===== src/rtl/shared_alu_update_seq.sv =====
// Time-multiplexed update of a'=b+c, d'=a-D_OFF, b'=d+B_OFF, c'=c+C_INC using one adder.
// Old values are snapshotted at start; all four results commit together on one edge.
module shared_alu_update_seq #(
  parameter int WIDTH = 32,
  parameter int D_OFF = 3,
  parameter int B_OFF = 10,
  parameter int C_INC = 1,
  parameter int RST_A = 30,
  parameter int RST_B = 20,
  parameter int RST_C = 15,
  parameter int RST_D = 5
) (
  input  logic             clock,
  input  logic             reset,
  input  logic             start,
  input  logic             init_load,
  input  logic [WIDTH-1:0] init_a,
  input  logic [WIDTH-1:0] init_b,
  input  logic [WIDTH-1:0] init_c,
  input  logic [WIDTH-1:0] init_d,
  output logic [WIDTH-1:0] a,
  output logic [WIDTH-1:0] b,
  output logic [WIDTH-1:0] c,
  output logic [WIDTH-1:0] d,
  output logic             busy,
  output logic             done,
  output logic [15:0]      step_count
);

  typedef enum logic [2:0] {
    IDLE   = 3'd0,
    OP_A   = 3'd1,
    OP_D   = 3'd2,
    OP_B   = 3'd3,
    OP_C   = 3'd4,
    COMMIT = 3'd5
  } state_t;

  localparam logic [WIDTH-1:0] L_NEG_D = WIDTH'(0) - WIDTH'(D_OFF);
  localparam logic [WIDTH-1:0] L_B_OFF = WIDTH'(B_OFF);
  localparam logic [WIDTH-1:0] L_C_INC = WIDTH'(C_INC);

  state_t           r_state;
  logic [WIDTH-1:0] r_a, r_b, r_c, r_d;
  logic [WIDTH-1:0] r_sa, r_sb, r_sc, r_sd;
  logic [WIDTH-1:0] r_ta, r_tb, r_tc, r_td;
  logic             r_busy;
  logic             r_done;
  logic [15:0]      r_step_count;

  logic [WIDTH-1:0] w_opx;
  logic [WIDTH-1:0] w_opy;
  logic [WIDTH-1:0] w_sum;

  // Operand selection for the single shared adder; subtraction uses the negated constant.
  always_comb begin
    w_opx = '0;
    w_opy = '0;
    case (r_state)
      OP_A: begin w_opx = r_sb; w_opy = r_sc;    end
      OP_D: begin w_opx = r_sa; w_opy = L_NEG_D; end
      OP_B: begin w_opx = r_sd; w_opy = L_B_OFF; end
      OP_C: begin w_opx = r_sc; w_opy = L_C_INC; end
      default: begin w_opx = '0; w_opy = '0; end
    endcase
  end

  assign w_sum = w_opx + w_opy;

  always_ff @(posedge clock or posedge reset) begin
    if (reset) begin
      r_state      <= IDLE;
      r_a          <= WIDTH'(RST_A);
      r_b          <= WIDTH'(RST_B);
      r_c          <= WIDTH'(RST_C);
      r_d          <= WIDTH'(RST_D);
      r_sa         <= '0;
      r_sb         <= '0;
      r_sc         <= '0;
      r_sd         <= '0;
      r_ta         <= '0;
      r_tb         <= '0;
      r_tc         <= '0;
      r_td         <= '0;
      r_busy       <= 1'b0;
      r_done       <= 1'b0;
      r_step_count <= '0;
    end else begin
      r_done <= 1'b0;
      case (r_state)
        IDLE: begin
          if (init_load) begin
            r_a <= init_a;
            r_b <= init_b;
            r_c <= init_c;
            r_d <= init_d;
          end else if (start) begin
            r_sa    <= r_a;
            r_sb    <= r_b;
            r_sc    <= r_c;
            r_sd    <= r_d;
            r_state <= OP_A;
            r_busy  <= 1'b1;
          end
        end
        OP_A: begin
          r_ta    <= w_sum;
          r_state <= OP_D;
        end
        OP_D: begin
          r_td    <= w_sum;
          r_state <= OP_B;
        end
        OP_B: begin
          r_tb    <= w_sum;
          r_state <= OP_C;
        end
        OP_C: begin
          r_tc    <= w_sum;
          r_state <= COMMIT;
        end
        COMMIT: begin
          r_a          <= r_ta;
          r_b          <= r_tb;
          r_c          <= r_tc;
          r_d          <= r_td;
          r_done       <= 1'b1;
          r_step_count <= r_step_count + 16'd1;
          r_state      <= IDLE;
          r_busy       <= 1'b0;
        end
        default: begin
          r_state <= IDLE;
          r_busy  <= 1'b0;
        end
      endcase
    end
  end

  assign a          = r_a;
  assign b          = r_b;
  assign c          = r_c;
  assign d          = r_d;
  assign busy       = r_busy;
  assign done       = r_done;
  assign step_count = r_step_count;

endmodule

===== config.mk =====
export PLATFORM = sky130hd
export DESIGN_NAME = shared_alu_update_seq
export DESIGN_NICKNAME = d
export VERILOG_FILES = /design/src/rtl/shared_alu_update_seq.sv
export SDC_FILE = /design/constraint.sdc
export NUM_CORES = 1
export LEC_CHECK = 0
export CAP_MARGIN = 15
export CORE_UTILIZATION = 45
export CTS_CLUSTER_SIZE = 30
export DETAILED_ROUTE_END_ITERATION = 6
export DONT_BUFFER_PORTS = 1
export SYNTH_ARGS = -nofsm -noshare
export SYNTH_HDL_FRONTEND = slang
export SYNTH_SLANG_ARGS = --single-unit

===== constraint.sdc =====
create_clock -name clock -period 19.3 [get_ports clock]
set_input_delay 3.86 -clock clock [delete_from_list [all_inputs] [get_ports clock]]
set_output_delay 3.86 -clock clock [all_outputs]
set_load 0.1 [all_outputs]

==> Flow_metrics.wiki, run 1 <==
{| class="wikitable"
! Metric !! Value
|-
| Outcome || finished with violations
|-
| Violations in the final reports || DRC
|-
| Number of vias after detailed routing || 13800
|-
| Via count of the first global-routing pass || about 13000
|-
| Antenna violations before repair || 0
|-
| Critical path type || primary input to register
|-
| Filler cell count in the final layout || between 3000 and 4000
|-
| Clock insertion delay at the later pin of the skew report || 0.57 ns
|-
| Avg Inst Size Synth || a little under 10 um2
|-
| Fin Setup TNS || 0 ns
|-
| Top post-synthesis cells by count || sky130_fd_sc_hd__nand2_1 (523), sky130_fd_sc_hd__dfrtp_1 (393), sky130_fd_sc_hd__nor2_1 (153)
|-
| Final number of hold-violating endpoints || 0
|-
| CTS H-Tree Depth || 2
|-
| Number of nets produced by synthesis || approximately 2100
|-
| Sum of net half-perimeters after detailed placement || 35.1 mm
|-
| Period minus WS final || ~5.7 ns
|-
| Post-route worst setup slack || about 14 ns
|-
| Number of placement rows || 74
|-
| Cell with the most instances after synthesis || sky130_fd_sc_hd__nand2_1
|-
| CTS sink cnt || 405
|-
| Count of boundary I/O pins || about 280
|-
| Max Slew Vio Count || 0
|-
| Most prevalent standard cell on the critical path || sky130_fd_sc_hd__nor2b_1
|-
| Data required time of the worst path || 19.74 ns
|-
| Achievable frequency || between 150 and 200 MHz
|-
| Area delta synth->final || 9.07%
|-
| Post-synth EDFFs || 0
|-
| Worst relative slew slack || between 20 and 30%
|-
| Worst-path maximum fanout || 66
|-
| Buffers on Ports || 0
|-
| Gp weighted congestion || 0.855
|-
| CTS Root Buffer Type || sky130_fd_sc_hd__clkbuf_16
|-
| Count of maximum capacitance violations || 0
|-
| Post-synth ARST share || 100%
|-
| Total detailed-routing wirelength || around 51 mm
|-
| Syn. warnings || 0
|-
| ANT cells || 0
|-
| Slew of the pin with the lowest slew margin || ~1.1 ns
|-
| # resized after CTS || 0
|-
| Ratio of cells with drive above 1 in the final layout || roughly 14%
|-
| Die width || 207 um
|-
| Leading post-synthesis cells by cell area || sky130_fd_sc_hd__dfrtp_1 (52%), sky130_fd_sc_hd__nand2_1 (10%), sky130_fd_sc_hd__mux2_2 (7.7%)
|-
| Critical path capture point type || register
|-
| Clk buf depth || 3
|-
| # setup viols final || 0
|-
| Data arrival time of the critical path || a little over 6 ns
|-
| Total track usage || about a quarter
|-
| Die Ht || roughly 210 um
|-
| Core region area || slightly above 0.04 mm2
|-
| Hold Buf Count CTS || 0
|-
| Antenna-violating nets left || 0
|-
| Worst hold-check path type || register to register
|-
| DRC violation total after the first TritonRoute iteration || slightly below 900
|-
| Layout Nets || about 2000
|-
| Total global routing overflow || 0
|-
| Highest-delay cell along the critical path || sky130_fd_sc_hd__buf_4
|-
| Initial Utilization || about 46%
|-
| DR WL/cell || approximately 21 um
|-
| Ratio of final minimum period to clock period || around 30%
|-
| Cells along the critical path || nor2b_1, nor2b_1, nand2_4, buf_4, mux2_2
|-
| Top flip-flop cell by instance count after synthesis || sky130_fd_sc_hd__dfrtp_1
|-
| Flip-flop and latch count after synthesis || just over 400
|-
| Maximum number of pins on one net before global-route repair || 115
|-
| Share of synthesized area occupied by flip-flops and latches || a little over half
|-
| Slowest stage delay, CP || 0.83 ns
|-
| Cell area after technology mapping || between 0.015 and 0.02 mm2
|-
| Worst Setup Start Kind || primary input
|-
| Clk pin slew, worst setup/hold paths || 0.06 ns
|-
| Floorplan die area || about 0.043 mm2
|-
| Number of clock buffers inserted by TritonCTS || 44
|-
| Portion of synthesized cell area occupied by the leading cell type || between 50% and 60%
|-
| Clock tree from TritonCTS || yes
|-
| Routed vias/inst || 5.67
|-
| Setup repair bufs after CTS || 0
|-
| Count of distinct cell types in the synthesized netlist || approximately 70
|-
| Largest clock skew in the final design || 0.0242 ns
|-
| Setup WS pre-CTS || between 10 and 15 ns
|-
| Unrepaired setup endpoints after global routing || false
|-
| Library cell with the largest summed area after synthesis || sky130_fd_sc_hd__dfrtp_1
|-
| Wire length of the first global-routing pass || around 78 mm
|-
| DRC violations left || 14
|-
| Number of cells produced by synthesis || slightly below 2000
|-
| Number of detailed-routing iterations run before antenna repair || 7
|}
-- cells by family (layout without fill, tap and decap cells) --
group,after synthesis,in the layout,share of synthesized area (%)
buffers and inverters,148,109,3.29
adder cells (fa/ha/maj),33,33,2.23
AO/OA/AOI/OAI,419,419,14.3
multiplexers,134,134,7.97
AND/OR/NAND/NOR,759,759,16.4
flip-flops,405,405,53.8
XOR/XNOR,42,42,2.07
-- cell type report --
class | instances | area [um2] | share of cell area (%)
clock inverters | 12 | 92.6 | 0.450
inverters | 12 | 55.1 | 0.268
multi-input cells | 1387 | 8120 | 39.5
well taps | 532 | 666 | 3.24
clock buffers | 66 | 1340 | 6.49
flip-flops and latches | 405 | 10100 | 49.4
repair buffers | 19 | 143 | 0.694
-- state kept, by name (all words and copies together), names as in the netlist, 16 cells and up --
| name | cells |
|---|---|
| b | 32 |
| r_sa | 32 |
| a | 32 |
| step_count | 16 |
| r_td | 32 |
| r_sd | 32 |
| r_sb | 32 |
| r_tc | 32 |
| c | 32 |
| d | 32 |
| r_tb | 32 |
| r_ta | 32 |
| r_sc | 32 |
-- metrics by stage --
stage | area (um2) | std cells | hold WS (ns) | utilization, %
after global routing | 20600 | 2433 | 0.499 | 50.0
after detailed placement | 19100 | 2355 | 0.467 | 46.5
after floorplan | 18900 | 1940 | 0.446 | -
final | 20600 | 2433 | 0.479 | 50.0
after CTS | 20600 | 2433 | 0.482 | 50.0
after global placement | 19100 | 2355 | 0.462 | 46.5
-- placed cells by master, fill, tap and decap left out, drive strengths merged, types with 10 or more instances in the layout --
cell type	Yosys	final
nand3	16	16
a31oi	131	131
a21o	10	10
xnor2	22	22
nand2b	11	11
nand2	524	524
a22oi	60	60
o21ai	135	135
ha	32	32
a21oi	39	39
xor2	19	19
clkbuf	119	66
dfstp	12	12
inv	11	14
nor2	153	153
mux2	129	129
nand4	16	16
buf	13	19
dfrtp	393	393
-- critical path, delay by kind of cell --
family	cells	cell delay, ns
buffers and inverters	1	0.83
multiplexers	1	0.41
AND/OR/NAND/NOR	3	0.96
-- path summary, 6_finish.rpt --
path,start,cells after the start,slack (ns),to
max,start,5,13.56,r_sd[24]$_DFFE_PP0P_
min,r_tc[11]$_DFFE_PP0N_,2,0.48,r_tc[11]$_DFFE_PP0N_
max reg2reg,r_state[2]$_DFFE_PP0P_,16,13.58,r_td[24]$_DFFE_PP0N_
min reg2reg,r_tc[11]$_DFFE_PP0N_,2,0.48,r_tc[11]$_DFFE_PP0N_
max in group asynchronous,reset,3,13.74,r_sd[22]$_DFFE_PP0P_
min in group asynchronous,reset,1,3.29,b[23]$_DFFE_PP0P_
-- layer usage --
layer	GRT usage (%)	routed length [um]	vias to the layer above
li1	-	-	6552
met1	29.6	20900	6810
met2	40.2	25100	348
met3	4.99	2830	85
met4	11.2	2110	0
met5	0	0	-
Power of run 1 is left out: the tool's default activity adds up to more than one toggle a clock period on the data nets, which glitch-free logic cannot reach.
==> run 2, diff against run 1 <==
==> constraint.sdc (replaced) <==
create_clock -name clock -period 5.05 [get_ports clock]
set_input_delay 1.01 -clock clock [delete_from_list [all_inputs] [get_ports clock]]
set_output_delay 1.01 -clock clock [all_outputs]
set_load 0.1 [all_outputs]
==> Flow_metrics.wiki, run 2 (synthesis gave the netlist of run 1 again) <==
{| class="wikitable"
! Metric !! Value
|-
| Outcome || finished with violations
|-
| Violations in the final reports || DRC
|-
| Die Ht || 207 um (unchanged)
|-
| Initial Utilization || 45.9% (unchanged)
|-
| Core region area || 0.0411 mm2 (unchanged)
|-
| Launch point of the worst reg-to-reg path || r_state[1]$_DFFE_PP0P_
|-
| Worst relative slew slack || 24.0% (-5.5 points)
|-
| Worst reg2reg path depth || 15 (-1)
|-
| Unrepaired setup endpoints after global routing || false
|-
| FF-to-FF setup slack || 0.50 ns (-13.08 ns)
|-
| Worst slack on hold paths || 0.416 ns (-0.0628 ns)
|-
| Worst-path maximum fanout || 14 (-79%)
|-
| # resized after CTS || 0 (unchanged)
|-
| Layout Nets || 2046 (+0.59%)
|-
| Metal-1 WL || 21.4 mm (+2.1%)
|-
| Wire length of the first global-routing pass || 80.3 mm (+3.3%)
|-
| Number of vias after detailed routing || 13800 (-0.21%)
|-
| Fin Setup TNS || 0 ns (unchanged)
|-
| Ratio of cells with drive above 1 in the final layout || 14.4% (+0.62 points)
|-
| Count of maximum capacitance violations || 0 (unchanged)
|-
| DR WL/cell || 21.3 um (+1.7%)
|-
| Gp weighted congestion || 0.922 (+7.9%)
|-
| WL met2 || 26.1 mm (+4.2%)
|-
| CTS H-Tree Depth || 2 (unchanged)
|-
| Largest clock skew in the final design || 0.0202 ns (-0.00401 ns)
|-
| Sum of net half-perimeters after detailed placement || 37.5 mm (+6.8%)
|-
| Number of placement rows || 74 (unchanged)
|-
| Routed vias/inst || 5.62 (-0.86%)
|-
| Final number of hold-violating endpoints || 0 (unchanged)
|-
| DRC violations left || 13 (-1)
|-
| CTS sink cnt || 405 (unchanged)
|-
| Via count of the first global-routing pass || 13700 (+3.1%)
|-
| Number of detailed-routing iterations run before antenna repair || 7 (unchanged)
|-
| Clk pin slew, worst setup/hold paths || 0.06 ns (about the same)
|-
| Worst reg2reg path endpoint || r_ta[20]$_DFFE_PP0N_
|-
| Data arrival time of the critical path || 4.98 ns (-1.20 ns)
|-
| Buffers on Ports || 0 (unchanged)
|-
| Post-route worst setup slack || 0.501 ns (-13.06 ns)
|-
| Commonest cells after routing, fill and taps aside || sky130_fd_sc_hd__nand2_1 (519), sky130_fd_sc_hd__dfrtp_1 (393), sky130_fd_sc_hd__nor2_1 (153)
|-
| Clock tree from TritonCTS || yes
|-
| Critical path capture point type || register
|-
| Ratio of final minimum period to clock period || 90.1%
|-
| Period minus WS final || about 4.5 ns
|-
| Setup WS pre-CTS || 0.525 ns (-12.47 ns)
|-
| Total global routing overflow || 0 (unchanged)
|-
| Max Slew Vio Count || 0 (unchanged)
|-
| Number of clock buffers inserted by TritonCTS || 45 (+2.3%)
|-
| Maximum number of pins on one net before global-route repair || 143 (+24%)
|-
| Clk buf depth || 3 (unchanged)
|-
| Worst Setup Start Kind || register
|-
| Worst hold-check path type || primary input to asynchronous set/reset pin
|-
| Achievable frequency || around 220 MHz
|-
| Slew of the pin with the lowest slew margin || 1.14 ns (+0.0830 ns)
|-
| Antenna violations before repair || 1 (+1)
|-
| Setup repair bufs after CTS || 0 (unchanged)
|-
| Total detailed-routing wirelength || 52.1 mm (+2.3%)
|-
| Data required time of the worst path || 5.48 ns (-14.26 ns)
|-
| Leading cell type in the layout, fill and taps excluded || sky130_fd_sc_hd__nand2_1
|-
| Die width || 207 um (unchanged)
|-
| CTS Root Buffer Type || sky130_fd_sc_hd__clkbuf_16
|-
| Total track usage || 24.8% (+0.83 points)
|-
| Floorplan die area || 0.0427 mm2 (unchanged)
|-
| # setup viols final || 0 (unchanged)
|-
| Top Layer Used || met5
|-
| Count of boundary I/O pins || 278 (unchanged)
|-
| ANT cells || 0 (unchanged)
|-
| Area delta synth->final || 10.3%
|-
| Antenna-violating nets left || 0 (unchanged)
|-
| Wire length on met3 || 2.91 mm (+2.8%)
|-
| Hold Buf Count CTS || 0 (unchanged)
|-
| Clock insertion delay at the later pin of the skew report || 0.59 ns (+0.02 ns)
|-
| DRC violation total after the first TritonRoute iteration || 843 (-4.7%)
|-
| Critical path type || register to register
|}
==> run 2: changes by cell type in the layout (fill, tap and decap cells not counted), moves of 2 or more <==
cell,delta
sky130_fd_sc_hd__buf_4,+7
sky130_fd_sc_hd__clkbuf_8,-5
sky130_fd_sc_hd__buf_12,+4
sky130_fd_sc_hd__bufinv_16,+4
sky130_fd_sc_hd__clkbuf_1,+2
sky130_fd_sc_hd__clkinv_8,+2
==> run 2: worst max path at each step <==
| stage | startpoint | to |
|---|---|---|
| after detailed placement | r_state[1]$_DFFE_PP0P_ | r_ta[20]$_DFFE_PP0N_ |
| after global placement | r_state[1]$_DFFE_PP0P_ | r_td[20]$_DFFE_PP0N_ |
| after floorplan | reset | a[0]$_DFFE_PP0P_ |
| after CTS | r_state[1]$_DFFE_PP0P_ | r_ta[20]$_DFFE_PP0N_ |
| final | r_state[1]$_DFFE_PP0P_ | r_ta[20]$_DFFE_PP0N_ |
| after global routing | r_state[1]$_DFFE_PP0P_ | r_ta[20]$_DFFE_PP0N_ |
==> run 2: layout make-up <==
| class | count | area [um2] |
|---|---|---|
| well taps | 532 | 666 |
| multi-input cells | 1387 | 8120 |
| repair buffers | 30 | 275 |
| clock buffers | 63 | 1270 |
| clock inverters | 20 | 259 |
| flip-flops and latches | 405 | 10100 |
| inverters | 12 | 51.3 |
| fillers | 3852 | 20300 |
==> run 2: per-layer routing <==
layer / vias up / global-route usage, %
met2: 386 / 42.5
met4: 2 / 8.81
met5: - / 0
met1: 6734 / 31.1
li1: 6574 / -
met3: 70 / 5.01
==> run 2: per-stage QoR <==
step | cell area (um2) | utilization (%) | cells
2_1_floorplan | 18900 | - | 1940
3_3_place_gp | 19300 | 46.9 | 2366
3_5_place_dp | 19300 | 46.9 | 2366
4_1_cts | 20800 | 50.6 | 2449
5_1_grt | 20800 | 50.6 | 2449
6_report | 20800 | 50.6 | 2449
==> run 2: critical path, cell delays in order (launching register included) <==
cell	delay, ns
sky130_fd_sc_hd__dfrtp_1	0.56
sky130_fd_sc_hd__nor2_1	0.38
sky130_fd_sc_hd__and2_1	0.57
sky130_fd_sc_hd__a22oi_1	0.18
sky130_fd_sc_hd__nand2_1	0.10
sky130_fd_sc_hd__ha_1	0.17
sky130_fd_sc_hd__inv_1	0.05
sky130_fd_sc_hd__fa_1	0.40
sky130_fd_sc_hd__nor2b_1	0.20
sky130_fd_sc_hd__o31ai_2	0.11
sky130_fd_sc_hd__a211oi_1	0.31
sky130_fd_sc_hd__o21ai_2	0.14
sky130_fd_sc_hd__o31ai_1	0.49
sky130_fd_sc_hd__a21oi_1	0.16
sky130_fd_sc_hd__xor2_1	0.41
sky130_fd_sc_hd__o21ai_0	0.17
Power of run 2 is left out for the same reason.
==> run 3, diff against run 2 <==
--- a/config.mk
+++ b/config.mk
@@ -6,10 +6,15 @@
 export NUM_CORES = 1
 export LEC_CHECK = 0
 export CAP_MARGIN = 15
-export CORE_UTILIZATION = 45
+export CELL_PAD_IN_SITES_DETAIL_PLACEMENT = 1
+export CELL_PAD_IN_SITES_GLOBAL_PLACEMENT = 2
+export CORE_ASPECT_RATIO = 2
+export CORE_UTILIZATION = 36
 export CTS_CLUSTER_SIZE = 30
 export DETAILED_ROUTE_END_ITERATION = 6
 export DONT_BUFFER_PORTS = 1
+export PLACE_DENSITY_LB_ADDON = 0.1
+export SLEW_MARGIN = 20
 export SYNTH_ARGS = -nofsm -noshare
 export SYNTH_HDL_FRONTEND = slang
 export SYNTH_SLANG_ARGS = --single-unit
==> Flow_metrics.wiki, run 3 (synthesis gave the netlist of run 1 again) <==
{| class="wikitable"
! Metric !! Value
|-
| Most Crowded Layer GR || met2
|-
| CTS Root Buffer Type || sky130_fd_sc_hd__clkbuf_16
|-
| Ratio of final minimum period to clock period || 87.8% (-2.3 points)
|-
| CTS H-Tree Depth || 2 (unchanged)
|-
| Maximum number of pins on one net before global-route repair || 147 (+2.8%)
|-
| Antenna-violating nets left || 0 (unchanged)
|-
| CTS sink cnt || 405 (unchanged)
|-
| Setup repair bufs after CTS || 0 (unchanged)
|-
| Ratio of cells with drive above 1 in the final layout || 14.5% (+0.15 points)
|-
| DRC violation total after the first TritonRoute iteration || 632 (-25%)
|-
| Worst relative slew slack || 26.2% (+2.2 points)
|-
| Data required time of the worst path || 5.52 ns (+0.04 ns)
|-
| Global-route track usage on met1 || 26.0% (-5.1 points)
|-
| Worst-path maximum fanout || 32 (+18)
|-
| Clock tree from TritonCTS || yes
|-
| Slew of the pin with the lowest slew margin || 1.11 ns (-0.0328 ns)
|-
| Worst slack on hold paths || 0.374 ns (-0.0421 ns)
|-
| Initial Utilization || 36.5% (-9.4 points)
|-
| Instance count after placement with tap cells included || 2499 (+5.6%)
|-
| Layout Nets || 2047 (+0.049%)
|-
| Clk buf depth || 3 (unchanged)
|-
| Number of vias after detailed routing || 14100 (+2.2%)
|-
| Met2 track utilization from global routing || 44.9% (+2.4 points)
|-
| # setup viols final || 0 (unchanged)
|-
| Worst hold-check path type || primary input to asynchronous set/reset pin
|-
| Buffers on Ports || 0 (unchanged)
|-
| Critical path type || register to register
|-
| Period minus WS final || 4.44 ns (-0.114 ns)
|-
| Fin Setup TNS || 0 ns (unchanged)
|-
| Total detailed-routing wirelength || 60.9 mm (+17%)
|-
| Data arrival time of the critical path || 4.91 ns (-0.07 ns)
|-
| Die width || 164 um (-21%)
|-
| Leading cell type in the layout, fill and taps excluded || sky130_fd_sc_hd__nand2_1
|-
| Clk pin slew, worst setup/hold paths || 0.07 ns (about the same)
|-
| GR met3 Demand/Resource || 3.45% (-1.6 points)
|-
| Gp weighted congestion || 0.858 (-7.0%)
|-
| Die Ht || 326 um (+58%)
|-
| Max Slew Vio Count || 0 (unchanged)
|-
| Number of clock buffers inserted by TritonCTS || 41 (-8.9%)
|-
| Number of detailed-routing iterations run before antenna repair || 4 (-3)
|-
| Post-layout util || 40.4% (-10 points)
|-
| Critical path capture point type || register
|-
| Unrepaired setup endpoints after global routing || false
|-
| Achievable frequency || 225 MHz (+2.6%)
|-
| # resized after CTS || 0 (unchanged)
|-
| Final number of hold-violating endpoints || 0 (unchanged)
|-
| Outcome || finished, final reports clean
|-
| Area delta synth->final || 10.6%
|-
| DR WL/cell || 23.7 um (+11%)
|-
| Largest clock skew in the final design || 0.0154 ns (-0.00479 ns)
|-
| Via count of the first global-routing pass || 15300 (+12%)
|-
| Core region area || 0.0517 mm2 (+26%)
|-
| Total global routing overflow || 0 (unchanged)
|-
| Count of boundary I/O pins || 278 (unchanged)
|-
| Commonest cells after routing, fill and taps aside || sky130_fd_sc_hd__nand2_1 (519), sky130_fd_sc_hd__dfrtp_1 (393), sky130_fd_sc_hd__nor2_1 (153)
|-
| Sum of net half-perimeters after detailed placement || 44.2 mm (+18%)
|-
| Total track usage || 23.5% (-1.3 points)
|-
| Worst Setup Start Kind || register
|-
| Floorplan die area || 0.0533 mm2 (+25%)
|-
| Number of placement rows || 118 (+59%)
|-
| Routed vias/inst || 5.47 (-2.7%)
|-
| Number of standard cells in the final layout excluding fillers || 2572 (+5.0%)
|-
| Wire length of the first global-routing pass || 94.4 mm (+18%)
|-
| Antenna violations before repair || 2 (+1)
|-
| Hold Buf Count CTS || 0 (unchanged)
|-
| DRC violations left || 0 (-13)
|-
| Count of maximum capacitance violations || 0 (unchanged)
|-
| Clock insertion delay at the later pin of the skew report || 0.56 ns (-0.03 ns)
|}
-- run 3: cell count changes in the layout (fill, tap and decap cells not counted), sizes merged --
cell      change
bufinv        -2
buf           +5
clkbuf       -10
clkinv        +1
clkinvlp      +1
diode         +1
inv           -1
-- run 3: per-layer routing --
metal | up-vias | share of wire [%] | routed length, um
met5 | - | 0 | 0
met4 | 0 | 2.8 | 1680
met3 | 91 | 3.9 | 2370
met2 | 297 | 56 | 33900
met1 | 7102 | 38 | 23000
li1 | 6576 | - | -
-- run 3: path summary, 6_finish.rpt --
kind	end	startpoint	depth (start not counted)	slack, ns
worst max-delay path	r_ta[27]$_DFFE_PP0N_	r_state[2]$_DFFE_PP0P_	14	0.61
worst min-delay path	d[23]$_DFFE_PP0P_	reset	1	0.37
worst max register to register	r_ta[27]$_DFFE_PP0N_	r_state[2]$_DFFE_PP0P_	14	0.61
worst min register to register	r_td[0]$_DFFE_PP0N_	r_td[0]$_DFFE_PP0N_	2	0.48
max in group asynchronous	r_td[1]$_DFFE_PP0N_	reset	2	3.63
min in group clock	r_td[0]$_DFFE_PP0N_	r_td[0]$_DFFE_PP0N_	2	0.48
-- run 3: final cells by class --
type / count / area, um2
antenna: 1 / 2.50
clock buffer: 53 / 1160
clock inverter: 19 / 184
fill: 5805 / 30800
inverter: 12 / 51.3
multi-input combinational: 1387 / 8130
sequential: 405 / 10100
tap: 660 / 826
timing repair buffer: 35 / 350
-- run 3: critical path: stages, from the launching register on --
cell	delay [ns]
sky130_fd_sc_hd__dfrtp_1	0.48
sky130_fd_sc_hd__nor2b_1	0.41
sky130_fd_sc_hd__nor2b_4	0.25
sky130_fd_sc_hd__buf_4	0.35
sky130_fd_sc_hd__a22oi_1	0.16
sky130_fd_sc_hd__nand2_1	0.10
sky130_fd_sc_hd__ha_1	0.29
sky130_fd_sc_hd__a21oi_1	0.31
sky130_fd_sc_hd__nor2b_4	0.07
sky130_fd_sc_hd__a2111oi_4	0.49
sky130_fd_sc_hd__a2111oi_0	0.22
sky130_fd_sc_hd__nor3b_2	0.39
sky130_fd_sc_hd__mux2i_1	0.35
sky130_fd_sc_hd__nand2_1	0.23
sky130_fd_sc_hd__o21ai_0	0.23
-- run 3: through the flow --
| stage | area, um2 | worst slack (ns) |
|---|---|---|
| 5_1_grt | 20900 | 0.169 |
| 3_5_place_dp | 19500 | 0.579 |
| 2_1_floorplan | 18900 | -1.41 |
| 3_3_place_gp | 19500 | 0.729 |
| 6_report | 20900 | 0.615 |
| 4_1_cts | 20900 | 0.545 |
Power of run 3 is left out for the same reason.
